### config.mk
export PLATFORM = sky130hd
export DESIGN_NAME = hsv_core_flush_seq_flat
export DESIGN_NICKNAME = d
export VERILOG_FILES = /design/src/rtl/hsv_core_flush_seq_if.sv /design/src/rtl/hsv_core_flush_seq.sv /design/src/flat_wrapper.sv
export SDC_FILE = /design/constraint.sdc
export NUM_CORES = 1
export LEC_CHECK = 0
export ABC_AREA = 1
export CAP_MARGIN = 25
export CORE_MARGIN = 1
export CORE_UTILIZATION = 49
export DETAILED_ROUTE_END_ITERATION = 10
export PLACE_DENSITY_LB_ADDON = 0.12
export SYNTH_ARGS = -nofsm -noshare
export SYNTH_HDL_FRONTEND = slang
export SYNTH_SLANG_ARGS = --single-unit
### constraint.sdc
create_clock -name clk_core -period 5.6 [get_ports clk_core]
set_clock_uncertainty 0.1 [all_clocks]
set_input_delay 1.12 -clock clk_core [delete_from_list [all_inputs] [get_ports clk_core]]
set_output_delay 1.12 -clock clk_core [all_outputs]
set_load 0.01 [all_outputs]
### src/rtl/hsv_core_flush_seq_if.sv
// hsv_core_flush_seq_if: redirect request channel and pipeline flush broadcast/ack bundle
interface hsv_core_flush_seq_if #(parameter int NUM_ACKS = 8);
  logic [1:0] req_valid;
  logic [1:0] req_ready;
  logic [1:0][31:0] req_target;
  logic [NUM_ACKS-1:0] flush_ack;
  logic flush_req;
  logic [31:0] flush_target;
  logic flush_src;
  logic flush_busy;
  logic flush_done;
  logic flush_timeout;
  modport master (
    output req_valid, req_target, flush_ack,
    input req_ready, flush_req, flush_target, flush_src, flush_busy, flush_done, flush_timeout
  );
  modport slave (
    input req_valid, req_target, flush_ack,
    output req_ready, flush_req, flush_target, flush_src, flush_busy, flush_done, flush_timeout
  );
endinterface

### src/rtl/hsv_core_flush_seq.sv
// hsv_core_flush_seq: prioritized redirect intake, pipeline-wide flush broadcast and ack collection
module hsv_core_flush_seq #(
  parameter int NUM_ACKS = 8,
  parameter int TIMEOUT = 1024
) (
  input logic clk_core,
  input logic rst_core,
  hsv_core_flush_seq_if.slave bus
);
  typedef enum logic [1:0] {IDLE, FLUSH, DONE} state_t;
  localparam logic [15:0] LIMIT = 16'(TIMEOUT - 1);
  state_t state, state_n;
  logic [NUM_ACKS-1:0] ack_mask;
  logic [15:0] cnt;
  logic [1:0] ready;
  logic take0, take1, complete;
  assign bus.req_ready = ready;
  always_comb begin
    ready = state == IDLE ? {~bus.req_valid[0], 1'b1} : {1'b0, state == FLUSH && bus.flush_src};
    take0 = bus.req_valid[0] && ready[0];
    take1 = bus.req_valid[1] && ready[1];
    // a trap preempting a redirect discards this cycle's acks, so it can never complete here
    complete = state == FLUSH && !take0 && &(ack_mask | bus.flush_ack);
    state_n = state == IDLE ? (take0 || take1 ? FLUSH : IDLE)
            : state == FLUSH ? (complete ? DONE : FLUSH) : IDLE;
  end
  always_ff @(posedge clk_core or posedge rst_core)
    if (rst_core) state <= IDLE;
    else state <= state_n;
  always_ff @(posedge clk_core or posedge rst_core) begin
    if (rst_core) begin
      bus.flush_req <= 1'b0;
      bus.flush_busy <= 1'b0;
      bus.flush_done <= 1'b0;
      bus.flush_target <= '0;
      bus.flush_src <= 1'b0;
      bus.flush_timeout <= 1'b0;
      ack_mask <= '0;
      cnt <= '0;
    end else begin
      bus.flush_req <= state_n == FLUSH;
      bus.flush_busy <= state_n != IDLE;
      bus.flush_done <= state_n == DONE;
      if (take0 || take1) begin
        bus.flush_target <= take0 ? bus.req_target[0] : bus.req_target[1];
        bus.flush_src <= !take0;
        ack_mask <= '0;
        cnt <= '0;
      end else if (state == FLUSH) begin
        ack_mask <= ack_mask | bus.flush_ack;
        cnt <= &cnt ? cnt : cnt + 16'd1;
        if (!complete && cnt >= LIMIT) bus.flush_timeout <= 1'b1;
      end
    end
  end
endmodule

### src/flat_wrapper.sv
// flat-port wrapper written by rule: the top's interface ports become plain ports
module hsv_core_flush_seq_flat 
#(
  parameter int NUM_ACKS = 8,
  parameter int TIMEOUT = 1024
)
  (clk_core, rst_core, bus_req_valid, bus_req_target, bus_flush_ack, bus_req_ready, bus_flush_req, bus_flush_target, bus_flush_src, bus_flush_busy, bus_flush_done, bus_flush_timeout);
  hsv_core_flush_seq_if #(.NUM_ACKS(NUM_ACKS)) bus_i ();
  input logic clk_core;
  input logic rst_core;
  input wire logic [$bits(bus_i.req_valid)-1:0] bus_req_valid;
  input wire logic [$bits(bus_i.req_target)-1:0] bus_req_target;
  input wire logic [$bits(bus_i.flush_ack)-1:0] bus_flush_ack;
  output wire logic [$bits(bus_i.req_ready)-1:0] bus_req_ready;
  output wire logic [$bits(bus_i.flush_req)-1:0] bus_flush_req;
  output wire logic [$bits(bus_i.flush_target)-1:0] bus_flush_target;
  output wire logic [$bits(bus_i.flush_src)-1:0] bus_flush_src;
  output wire logic [$bits(bus_i.flush_busy)-1:0] bus_flush_busy;
  output wire logic [$bits(bus_i.flush_done)-1:0] bus_flush_done;
  output wire logic [$bits(bus_i.flush_timeout)-1:0] bus_flush_timeout;
  assign bus_i.req_valid = bus_req_valid;
  assign bus_i.req_target = bus_req_target;
  assign bus_i.flush_ack = bus_flush_ack;
  assign bus_req_ready = bus_i.req_ready;
  assign bus_flush_req = bus_i.flush_req;
  assign bus_flush_target = bus_i.flush_target;
  assign bus_flush_src = bus_i.flush_src;
  assign bus_flush_busy = bus_i.flush_busy;
  assign bus_flush_done = bus_i.flush_done;
  assign bus_flush_timeout = bus_i.flush_timeout;
  hsv_core_flush_seq #(.NUM_ACKS(NUM_ACKS), .TIMEOUT(TIMEOUT)) u_core (.clk_core(clk_core), .rst_core(rst_core), .bus(bus_i));
endmodule
==> reports/metrics.cfg <==
[final_layout]
syn2layout_area_growth_pct = 41.6
antenna_cells = 0
n_fill_cell = 495
drive_gt1_share_pct = 7.33
multiInputGateArea_sq_mm = 0.00144
regArea_sq_mm = 0.00158
layout.nets = 604
fin_cells = 609

[min_path]
holdCritPathClass = register to register
min_from = u_core.ack_mask[1]
whs_path_depth = 2
whs_endpoint = u_core.ack_mask[1]

[synth]
synth_commonest_cells = 105 x nand2_1, 63 x dfrtp_1, 58 x nor2_1
yosysTopAreaCell = dfrtp_1
synth_fp_nets = 497
yosysUniqueCellTypes = 30
synth_ff_type = dfrtp_1
synth-seq-cells = 63
yosysMostFrequentCell = nand2_1
synth.top_cell.area_share_pct = 48.4
syn_area_per_cell_sq_um = 7.76
syn_area_sq_mm = 0.00326
synth_cells = 420
yosysSeqAreaShare_pct = 48.4
yosysWarnings = 0
synth_area_leaders = dfrtp_1 48%, nand2_1 12%, nand3_1 7.7%
synth_edf_count = 0
synth_async_sr_flop_share_pct = 100

[placement]
place_inst = 593
place.gp.congestion = 0.891
dp_hpwl_um = 6000
post-place-ws_ps = 1480
numPortBuffers = 114

[clock_tree]
root_buffer = clkbuf_8
worstSkewPairLatency_ps = 350
tritoncts = yes
clk_pin_slew_ps = 80
cts-htree-levels = 3
cts_resized = 0
cts_buffers = 9
cts.sinks = 63
clock_path_buffers = 2
postCtsSetupBuffers = 0
hold_buffers = 0

[die]
die-area_sq_mm = 0.00698
die_x_um = 83.5
fp.dieH_um = 83.5
initial_core_util_pct = 51.0
rows = 29
core-area_sq_mm = 0.00639
io_pins = 115

[global_route]
first_global_vias = 3023
grt_usage_pct = 26.3
grt-ovfl-total = 0
grtUsageMet3_pct = 6.73
busiest_layer = met2
grt_pass1_wl_um = 14600
grt_use_met2_pct = 43.1
use_met1_pct = 34.4
grt_max_degree = 78
antenna_found_initial = 0

[timing]
tightest_slew_ps = 765
maxSlewViolCount = 0
setup_ws_ps = 1540
setup_tns_ps = 0
rsz0062_at_grt = false
min_period_over_period_pct = 72.5
slew_headroom_pct = 48.8
fmax_mhz = 246
hold_viol_final = 0
period_minus_slack_ps = 4060
setup_violations = 0

[worst_setup_path]
worst-r2r-cell-count = 6
slowest_delay_ps = 760
crit_type = input pin to output pin
cp.arrival_ps = 2840
path_cells = clkdlybuf4s50_1 > nor3_1 > clkdlybuf4s50_1
rrSetupSlack_ps = 3040
r2r-start = u_core.state[1]
critPathMostFrequentCell = clkdlybuf4s50_1
worstPathRequired_ps = 4380
crit_slowest_cell = clkdlybuf4s50_1
r2r_end = u_core.bus.flush_timeout
start_kind = input pin
critical_path.max_fanout = 16
endpoint_kind = output pin

[routing]
ant_nets = 0
drtIter0Drc = 152
post-route-drc-count = 0
viasPerCell = 5.30
wirelength_um = 8830
via_count = 3225
routedWlPerCell_um = 14.5
firstDrtPassIters = 5

[power_and_ir_drop]
power_switching_uw = 822
clkPwrFrac_pct = 19.0
power.density_mw_per_mm2 = 457
p_comb_share_pct = 46.3
power_frac_seq_pct = 34.7
ir_drop_mv = 0.330
p_int_mw = 1.29
leakagePower_nw = 2.06
switching_share_pct = 39.0

[run_status]
status = complete, no violations

[job]
drv_cap = 0

[worst max-delay path by stage]
stage / startpoint / endpoint / slack (ps) / cells after the start
finish: bus_req_valid[0] / bus_req_ready[1] / 1540 / 3
global route: bus_req_valid[0] / bus_req_ready[1] / 1470 / 3
CTS: bus_req_valid[0] / bus_req_ready[1] / 1570 / 3
detailed placement: bus_req_valid[0] / u_core.bus.flush_timeout / 1480 / 7
global placement: bus_req_valid[0] / u_core.bus.flush_timeout / 1570 / 7
floorplan: bus_req_valid[0] / bus_req_ready[1] / 2590 / 3
[sequential cells by signal, summed over array words and instances, names as in the netlist]
register	cells
u_core.state	2
u_core.bus.flush_req	1
u_core.bus.flush_src	1
u_core.bus.flush_target	32
u_core.ack_mask	8
u_core.bus.flush_busy	1
u_core.cnt	16
u_core.bus.flush_timeout	1
u_core.bus.flush_done	1
[power groups by stage]
stage | registers [mW] | logic (mW) | clock network, mW
5_1_grt | 0.755 | 1.07 | 0.430
3_3_place_gp | 0.727 | 0.949 | 0
4_1_cts | 0.732 | 0.983 | 0.409
2_1_floorplan | 0.783 | 0.506 | 0
3_5_place_dp | 0.739 | 0.977 | 0
6_report | 0.732 | 0.975 | 0.401
[cell usage in the layout, fill, tap and decap left out, types with 2 or more instances in the layout]
cell type / Yosys / layout
clkdlybuf4s50_1: 0 / 114
nand2_1: 105 / 105
dfrtp_1: 63 / 63
nor2_1: 58 / 58
nand3_1: 50 / 50
a31oi_1: 32 / 32
inv_1: 31 / 30
a21oi_1: 12 / 11
nand4_1: 9 / 9
clkbuf_8: 0 / 9
o21ai_1: 7 / 7
o21ai_0: 4 / 4
or2_2: 4 / 4
nand2_2: 4 / 4
xor2_1: 4 / 4
buf_4: 1 / 4
clkinv_4: 0 / 3
inv_2: 1 / 2
nor2_2: 2 / 2
nor3_1: 2 / 2
clkinv_2: 0 / 2
[per-layer routing]
layer,vias up,part of all wire [%]
met3,16,6.4
met1,1492,42
li1,1599,-
met2,118,50
met5,-,0
met4,0,1.9
[critical path, delay by kind of cell]
kind	cells	cell delay (ps)
and+or+nand+nor	1	370
buffers and inverters	2	1350
[cells by family (layout without fill, tap and decap cells)]
family | Yosys count | count (layout) | share of synthesized area [%]
compound gates | 57 | 57 | 10.1
xor+xnor | 4 | 4 | 1.08
fa+ha+maj | 1 | 1 | 0.384
buf+inv | 55 | 167 | 7.41
flops | 63 | 63 | 48.4
simple gates | 240 | 240 | 32.6
[metrics by stage]
step | power, mW | area [sq um] | hold slack [ps] | util, %
2_1_floorplan | 1.29 | 3260 | 374 | -
3_3_place_gp | 1.68 | 4410 | 364 | 69.1
3_5_place_dp | 1.72 | 4410 | 364 | 69.1
4_1_cts | 2.12 | 4610 | 412 | 72.2
5_1_grt | 2.25 | 4610 | 453 | 72.2
6_report | 2.11 | 4610 | 410 | 72.2
[final cells by class]
cell class	instances	share of cell area, %
clock inverter	7	1.60
inverter	33	2.74
tap	77	2.09
clock buffer	9	2.69
sequential	63	34.2
multi-input combinational	302	31.3
timing repair buffer	118	25.4
(Power assumes the default switching activity.)
